**config.mk**
```make
export PLATFORM = sky130hd
export DESIGN_NAME = clip_transport_ctrl
export DESIGN_NICKNAME = d
export VERILOG_FILES = /design/src/rtl/clip_transport_ctrl.sv
export SDC_FILE = /design/constraint.sdc
export NUM_CORES = 1
export LEC_CHECK = 0
export CAP_MARGIN = 0
export CORE_UTILIZATION = 30
export DETAILED_ROUTE_END_ITERATION = 7
export PLACE_DENSITY = 0.43
export SYNTH_ARGS = -nofsm -noshare
export SYNTH_HDL_FRONTEND = slang
export SYNTH_SLANG_ARGS = --single-unit
```
**constraint.sdc**
```tcl
create_clock -name clock -period 5.5 [get_ports clock]
set_input_delay 1.375 -clock clock [delete_from_list [all_inputs] [get_ports clock]]
set_output_delay 1.375 -clock clock [all_outputs]
set_load 0.05 [all_outputs]
```
**src/rtl/clip_transport_ctrl.sv**
```systemverilog
// Record/playback transport controller for the two-clip audio recorder.
// Conditions the raw buttons/switch, runs the IDLE/RECORD/PLAY machine and
// drives clip-buffer addressing plus the clip/mode status pair for the LEDs.

// Two-flop synchronizer followed by a stable-for-N-cycles debounce filter.
module clip_debounce #(
    parameter int CYCLES = 4
) (
    input  logic clock,
    input  logic reset,
    input  logic din,
    output logic dout
);
    localparam int CW = $clog2(CYCLES + 1);
    localparam logic [CW-1:0] LAST = CW'(CYCLES - 1);

    logic s1, s2;
    logic [CW-1:0] cnt;

    // Metastability guard for the asynchronous raw input.
    always_ff @(posedge clock or posedge reset) begin
        if (reset) begin
            s1 <= 1'b0;
            s2 <= 1'b0;
        end else begin
            s1 <= din;
            s2 <= s1;
        end
    end

    // Accept the synchronized level only after CYCLES consecutive mismatches.
    always_ff @(posedge clock or posedge reset) begin
        if (reset) begin
            cnt  <= '0;
            dout <= 1'b0;
        end else if (s2 == dout) begin
            cnt <= '0;
        end else if (cnt == LAST) begin
            cnt  <= '0;
            dout <= s2;
        end else begin
            cnt <= cnt + 1'b1;
        end
    end
endmodule

module clip_transport_ctrl #(
    parameter int CLIP_AW         = 15,
    parameter int SAMPLE_DIV      = 12500,
    parameter int DEBOUNCE_CYCLES = 1000000
) (
    input  logic               clock,
    input  logic               reset,
    input  logic               btn_record,
    input  logic               btn_play,
    input  logic               sw_clip,
    output logic               clipNum,
    output logic               recordOrPlay,
    output logic               busy,
    output logic [CLIP_AW:0]   mem_addr,
    output logic               mem_we,
    output logic               mem_re,
    output logic               sample_tick
);
    localparam int NUM_IN = 3;
    localparam int DW = (SAMPLE_DIV > 1) ? $clog2(SAMPLE_DIV) : 1;
    localparam logic [DW-1:0] DIV_LAST = DW'(SAMPLE_DIV - 1);

    typedef enum logic [1:0] {S_IDLE, S_RECORD, S_PLAY} state_t;

    // index 0 = record button, 1 = play button, 2 = clip switch
    logic [NUM_IN-1:0] raw, db, db_q;
    logic rec_press, play_press, sw_db;

    assign raw = {sw_clip, btn_play, btn_record};

    genvar g;
    generate
        for (g = 0; g < NUM_IN; g++) begin : g_db
            clip_debounce #(.CYCLES(DEBOUNCE_CYCLES)) u_db (
                .clock (clock),
                .reset (reset),
                .din   (raw[g]),
                .dout  (db[g])
            );
        end
    endgenerate

    // Previous debounced levels for rising-edge press detection.
    always_ff @(posedge clock or posedge reset) begin
        if (reset) db_q <= '0;
        else       db_q <= db;
    end

    assign rec_press  = db[0] & ~db_q[0];
    assign play_press = db[1] & ~db_q[1];
    assign sw_db      = db[2];

    // Free-running sample divider; the tick is registered alongside the
    // memory strobes so both land on the same cycle.
    logic [DW-1:0] div, div_nxt;
    logic          tick_nxt;

    assign div_nxt  = (div == DIV_LAST) ? '0 : div + 1'b1;
    assign tick_nxt = (div_nxt == DIV_LAST);

    // Divider count and tick output.
    always_ff @(posedge clock or posedge reset) begin
        if (reset) begin
            div         <= '0;
            sample_tick <= 1'b0;
        end else begin
            div         <= div_nxt;
            sample_tick <= tick_nxt;
        end
    end

    state_t                  state, state_nxt;
    logic                    clip_q, clip_nxt;
    logic [CLIP_AW-1:0]      offset, off_nxt;
    logic [1:0][CLIP_AW:0]   len, len_nxt;
    logic                    clipnum_nxt, rop_nxt, busy_nxt, we_nxt, re_nxt;
    logic [CLIP_AW:0]        addr_nxt;
    logic [CLIP_AW:0]        off_plus1;

    assign off_plus1 = {1'b0, offset} + 1'b1;

    // State and registered outputs; reset discards recorded lengths.
    always_ff @(posedge clock or posedge reset) begin
        if (reset) begin
            state        <= S_IDLE;
            clip_q       <= 1'b0;
            offset       <= '0;
            len          <= '0;
            clipNum      <= 1'b0;
            recordOrPlay <= 1'b0;
            busy         <= 1'b0;
            mem_addr     <= '0;
            mem_we       <= 1'b0;
            mem_re       <= 1'b0;
        end else begin
            state        <= state_nxt;
            clip_q       <= clip_nxt;
            offset       <= off_nxt;
            len          <= len_nxt;
            clipNum      <= clipnum_nxt;
            recordOrPlay <= rop_nxt;
            busy         <= busy_nxt;
            mem_addr     <= addr_nxt;
            mem_we       <= we_nxt;
            mem_re       <= re_nxt;
        end
    end

    // Transport next-state and next-output decode. A tick coinciding with a
    // stop press still performs its access before returning to IDLE.
    always_comb begin
        state_nxt   = state;
        clip_nxt    = clip_q;
        off_nxt     = offset;
        len_nxt     = len;
        clipnum_nxt = clipNum;
        rop_nxt     = recordOrPlay;
        addr_nxt    = mem_addr;
        we_nxt      = 1'b0;
        re_nxt      = 1'b0;
        case (state)
            S_IDLE: begin
                clipnum_nxt = sw_db;
                if (rec_press) begin
                    clip_nxt       = sw_db;
                    off_nxt        = '0;
                    len_nxt[sw_db] = '0;
                    rop_nxt        = 1'b0;
                    state_nxt      = S_RECORD;
                end else if (play_press && (len[sw_db] != '0)) begin
                    clip_nxt  = sw_db;
                    off_nxt   = '0;
                    rop_nxt   = 1'b1;
                    state_nxt = S_PLAY;
                end
            end
            S_RECORD: begin
                clipnum_nxt = clip_q;
                if (tick_nxt) begin
                    we_nxt          = 1'b1;
                    addr_nxt        = {clip_q, offset};
                    len_nxt[clip_q] = off_plus1;
                    off_nxt         = offset + 1'b1;
                    if (rec_press || (offset == '1)) state_nxt = S_IDLE;
                end else if (rec_press) begin
                    state_nxt = S_IDLE;
                end
            end
            S_PLAY: begin
                clipnum_nxt = clip_q;
                if (tick_nxt) begin
                    re_nxt   = 1'b1;
                    addr_nxt = {clip_q, offset};
                    off_nxt  = offset + 1'b1;
                    if (play_press || (off_plus1 == len[clip_q])) state_nxt = S_IDLE;
                end else if (play_press) begin
                    state_nxt = S_IDLE;
                end
            end
            default: state_nxt = S_IDLE;
        endcase
        busy_nxt = (state_nxt != S_IDLE);
    end
endmodule
```
* Word level (Yosys, flattened, before mapping) *
Cells that the tools add are included.

storage, ports and cells
  bits in registers = 157
  input bits = 5
  output and inout port bits = 22
  logic and storage cells = 120

cells by class
  $add $sub $neg = 6
  magnitude comparators = 4
  eq/ne operators = 16
  mux-type cells = 40
  bitwise gates (word level) = 9
  reduce and logical (&&, ||, !) cells = 19

operator list
  cell                                            count
  two-way mux 20 bit                              6
  two-way mux 16 bit                              6
  two-way mux 32 bit                              2
  one-hot mux 32 bit (2 select lines)             1
  adder 20 x 1 -> 20 bit (second input constant)  3
  equality test 20 bit (second input constant)    3
  two-way mux 15 bit                              3
  bitwise AND 32 bit                              1
  bitwise mux 32 bit                              1
  demux 16 bit (select 1 bit)                     2
  inverter 32 bit                                 1
  one-hot mux 15 bit (2 select lines)             1
  equality test 14 bit (second input constant)    2
  adder 15 x 1 -> 16 bit (second input constant)  1
  equality test 16 bit                            1
  two-way mux 2 bit                               8
  nonzero test 16 bit                             1
  adder 15 x 1 -> 15 bit (second input constant)  1
  equality test 15 bit (second input constant)    1
  adder 14 x 1 -> 14 bit (second input constant)  1
  two-way mux 14 bit                              1
  AND reduction 2 bit                             5
  nonzero test 2 bit                              4
  two-way mux 1 bit                               7
  17 further kinds                                31

* Depth between registers and ports, before layout *
  word-level depth = 8
  mapped depth = 11
  mapped depth without buffers = 8

* Cells and area by module *
Synthesis repeated with hierarchy kept, for this count alone.

second synthesis, totals
  cells, all modules = 792
  area total of the unflattened synthesis = 8,013.9 µm²

modules (own cells, without submodules)
  module               instances  cells an instance  area each (µm²)  sequential area each (µm²)
  clip_transport_ctrl  1          465                4,658.2          2,202.1
  clip_debounce        3          109                1,118.6          575.6

* Worst setup path after synthesis *
OpenSTA, ideal clock, no wires.

  kind = flip-flop to flip-flop
  start point = register div[0]
  end point = register offset[14]
  setup time = 121 ps
  arrival time = 2,689 ps
  required time = 5,379 ps
  slack = 2,690 ps
  stages on the path, launching flop included = 12
  path buffers = 3
  clock period less this slack = 2,810 ps
  cells stage by stage = dfrtp_1 -> ha_1 -> buf_2 -> inv_1 -> or3_4 -> a2111oi_4 -> nand4_2 -> o31a_1 -> or2_1 -> buf_2 -> buf_6 -> a22o_1

on the way
  word-level cells in the longest chain between the ends = 5
  elaborated cells on any way between the ends = 6
  classes of those cells = add/sub: 1; eq/ne: 3; mux: 1; reduce/logical: 1

RTL lines
  what                                                            line  text
  start: declaration                                              101   logic [DW-1:0] div, div_nxt;
  start signal: assignment                                        113   div <= div_nxt;
  adder 14 x 1 -> 14 bit or equality test 14 bit (tied branches)  104   assign div_nxt = (div == DIV_LAST) ? '0 : div + 1'b1;
  two-way mux 14 bit *                                            104
  equality test 14 bit *                                          105   assign tick_nxt = (div_nxt == DIV_LAST);
  inequality test 2 x 1 -> 1 bit (no source line) *               -
  AND reduction 3 bit (no source line) *                          -
  end signal: assignment                                          144   offset <= off_nxt;
  end: declaration                                                120   logic [CLIP_AW-1:0] offset, off_nxt;

Mark *: on every way between the ends. The rest lies on a longest branch, timed or not.
A chain may end at the register's enable or synchronous reset.

* Final worst setup path *
  start point = register div[0]
  end point = register len[21] (netlist bit)

on the way
  word-level cells in the longest chain between the ends = 5
  elaborated cells on any way between the ends = 6
  classes of those cells = add/sub: 1; eq/ne: 3; mux: 1; reduce/logical: 1

RTL lines
  what                                                            line  text
  adder 14 x 1 -> 14 bit or equality test 14 bit (tied branches)  104
  two-way mux 14 bit *                                            104
  equality test 14 bit *                                          105
  named net tick_nxt                                              102   logic tick_nxt;
  inequality test 2 bit (no source line) *                        -
  AND reduction 3 bit (no source line) *                          -
  end signal: assignment                                          145   len <= len_nxt;
  end: declaration                                                121   logic [1:0][CLIP_AW:0] len, len_nxt;

Mark *: on every way through the listed nets, which the timed path passes. The rest lies on a longest branch.

==> results.md <==
* Crit. End Element: flip-flop
* Die Wd at 166.0 microns
* Area delta synth->final at 14.56%
* Flop pwr share at 0.479
* Antenna diodes at 0
* Unique masters post-synth at 61
* TritonCTS Buffers at 17
* Data arrival time of the worst path at about 3600 ps
* Post-CTS Setup Bufs at 0
* Final Skew at 15.33 ps
* Leak at 4.080 nW
* Share of layout cells above drive strength 1 at 0.08354
* Post-DP HPWL at 11840 microns
* Peak supply drop at 0.1965 mV
* Count of synthesis-stage warnings from yosys at 0
* Vias in the first global route at 5656
* CTS Hold Bufs at 0
* Fillers at about 2.6k
* CTS H-Tree Depth at 4
* Max Slew Vio Count at 0
* Drt drc at 5
* Sw Ratio at 0.2208
* R2r setup slk at 2190 ps
* Reg-to-Reg End: len[21]
* Largest net degree at the start of global routing at 158
* Worst Hold Class: reg -> reg
* Clk slew on worst S/H paths at 70 ps
* Core Area at 0.02621 sq mm
* Cts repair resizes at 0
* Share of flip-flops with an asynchronous set or reset at 1.000
* Pwr dens at 263.8 mW/mm^2
* Startpoint class of the critical path: flip-flop
* Min cycle time layout at 3315 ps
* NetSw at 0.5386 mW
* Multi-input logic area at 0.003915 sq mm
* CP Class: reg -> reg
* Max Clk Rate at 301.7 MHz
* Syn Inst Count at 778
* Count of final setup violators at 0
* Total GRT Usage at 0.1335
* Post-synth EDFFs at 0
* Syn Nets at 793
* Least-Margin Pin Slew at 856.2 ps
* Worst slew margin at 0.4292
* Worst Hold Margin at 349.5 ps
* Sink Count at 157
* Syn Area/Cell at 10.37 sq um
* Post-Syn Area at approximately 0.008 sq mm
* RSZ-0062 raised after global routing: false
* # port buffers at 26
* Initial core utilization at 0.3080
* Wire length per cell at 15.22 microns
* Vias per cell at ~4.8
* Worst r2r src: div[0]
* Total negative slack at 0 ps
* Worst Setup EP: len[21]
* Worst setup path start: div[0]
* Pre-antenna DRT Iters at 6
* Routability cong. at 0.7967
* Gate power share at 0.018
* Fin. Hold Viols at 0
* Violated checks: DRC
* # IOs at 27
* CP max FO at 16
* Internal power at ~1.9 mW
* Reg area at ~0.0039 sq mm
* Die area at 0.02756 sq mm
* Main synth FF type: dfrtp_1
* Initial drt markers at 345
* Grt ovf at 0
* Clk Latency, worst-skew pair at approximately 430 ps
* Final wirelength at 17310 microns
* CTS tree: yes
* DR vias at 5508
* Worst R2R Path Depth at 8
* CTS max path bufs at 2
* Die Y at approximately 170 microns
* Number of max-cap violations at 0
* Critical Path RT at 5830 ps
* Clock power share at 0.503
* First-pass GRT wire length at 29490 microns
* Root Buffer: clkbuf_16
* Seq/Total Area, Yosys at 0.4867
* Nets@finish at 806
* Status: complete, but fails checks
* Antenna-violating nets left at 0
* Synthesis-stage register bit count at 157
* Initial antenna violation count at 0
* Number of cell rows at 59
* Final Cycle Share at 0.6027
registers in the layout (all words and copies together), names as in the netlist, 2 cells and up:
| register | cells |
|---|---|
| db_q | 2 |
| offset | 15 |
| g_db.u_db.s1 | 3 |
| g_db.u_db.dout | 3 |
| len | 32 |
| g_db.u_db.s2 | 3 |
| mem_addr | 16 |
| g_db.u_db.cnt | 60 |
| state | 2 |
| div | 14 |
cell usage in the layout (no fill, tap or decap), types with 10 or more instances in the layout:
master	count
mux2_2	16
xnor3_1	10
nor4_1	17
clkdlybuf4s50_1	26
nor3_1	17
xor2_1	39
nand4_1	11
mux2i_1	46
nand2_1	76
ha_1	10
inv_1	17
clkbuf_16	17
dfrtp_1	157
nor2_1	89
and3_1	14
o21ai_0	16
a21oi_1	13
xnor2_1	38
nand3_1	41
and2_1	15
how the worst min path moves through the flow:
| stage | start | to | slack [ps] | cells past startpoint |
|---|---|---|---|---|
| floorplan | g_db[0].u_db.s1 | g_db[0].u_db.s2 | 330 | 0 |
| global placement | g_db[0].u_db.s1 | g_db[0].u_db.s2 | 340 | 0 |
| detailed placement | g_db[1].u_db.s1 | g_db[1].u_db.s2 | 340 | 0 |
| CTS | g_db[1].u_db.s1 | g_db[1].u_db.s2 | 350 | 0 |
| global route | g_db[1].u_db.s1 | g_db[1].u_db.s2 | 360 | 0 |
| finish | g_db[1].u_db.s1 | g_db[1].u_db.s2 | 350 | 0 |
power groups by stage:
stage	clock network (mW)	logic (mW)	registers, mW
6_report	1.23	0.0447	1.17
5_1_grt	1.32	0.0532	1.17
4_1_cts	1.26	0.0478	1.17
3_5_place_dp	0	0.0476	1.19
3_3_place_gp	0	0.0464	1.19
2_1_floorplan	0	0.0324	1.19
layout make-up:
cell class,instances,area share
tap,335,0.04533
timing repair buffer,31,0.03356
clock buffer,18,0.04750
inverter,18,0.007713
clock inverter,12,0.01759
multi-input combinational,566,0.4234
sequential,157,0.4249
through the flow:
step | std cells | area, sq um | setup slack, ps | power, mW | utilization
CTS | 1137 | 9246 | 2124 | 2.478 | 0.3528
floorplan | 778 | 8075 | 2138 | 1.221 | -
finish | 1137 | 9246 | 2185 | 2.439 | 0.3528
global route | 1137 | 9246 | 1841 | 2.539 | 0.3528
global placement | 1107 | 8645 | 2253 | 1.236 | 0.3299
detailed placement | 1107 | 8645 | 2165 | 1.238 | 0.3299
metal layers:
layer  wire length (microns)  GRT usage
met2                    7750     0.2077
met5                       0          0
met1                    8863     0.1843
met3                     473    0.03194
met4                     217    0.03779
synth_stat cells, types with 8 or more instances:
cell        n  area share
mux2_2     16       0.022
nand4_1    11      0.0085
xnor2_1    38       0.041
nor3_1     17       0.011
xor2_1     39       0.042
dfrtp_1   157        0.49
inv_1      18      0.0084
and3_1     14       0.011
a21oi_1    13      0.0081
nor2_1     89       0.041
xnor3_1    10       0.028
ha_1       10       0.016
nand3_1    41       0.025
nand2b_1    8      0.0062
mux2i_1    46       0.057
nor4_1     17       0.013
o21ai_0    16      0.0099
nand2_1    76       0.035
mux2_1      8       0.011
and2_1     15       0.012
or3_1       8      0.0062
o31ai_1     9      0.0084
clkbuf_1   21      0.0098
worst max-delay path, cell delays in order (launching register included):
cell and delay (ps):
dfrtp_1 440, ha_1 370, inv_1 90, or3_4 400, a2111oi_4 360, nand4_2 200
nor3_2 310, nand4_2 680, mux2i_1 370
cell families after synthesis:
family,count (synthesis),share of synthesized area
xor+xnor,87,0.1115
mux,70,0.09053
simple gates,335,0.2116
compound gates,64,0.05596
flops,157,0.4867
buf+inv,55,0.02821
fa+ha+maj,10,0.01550
Note: power is estimated with default switching activity, not from simulation.
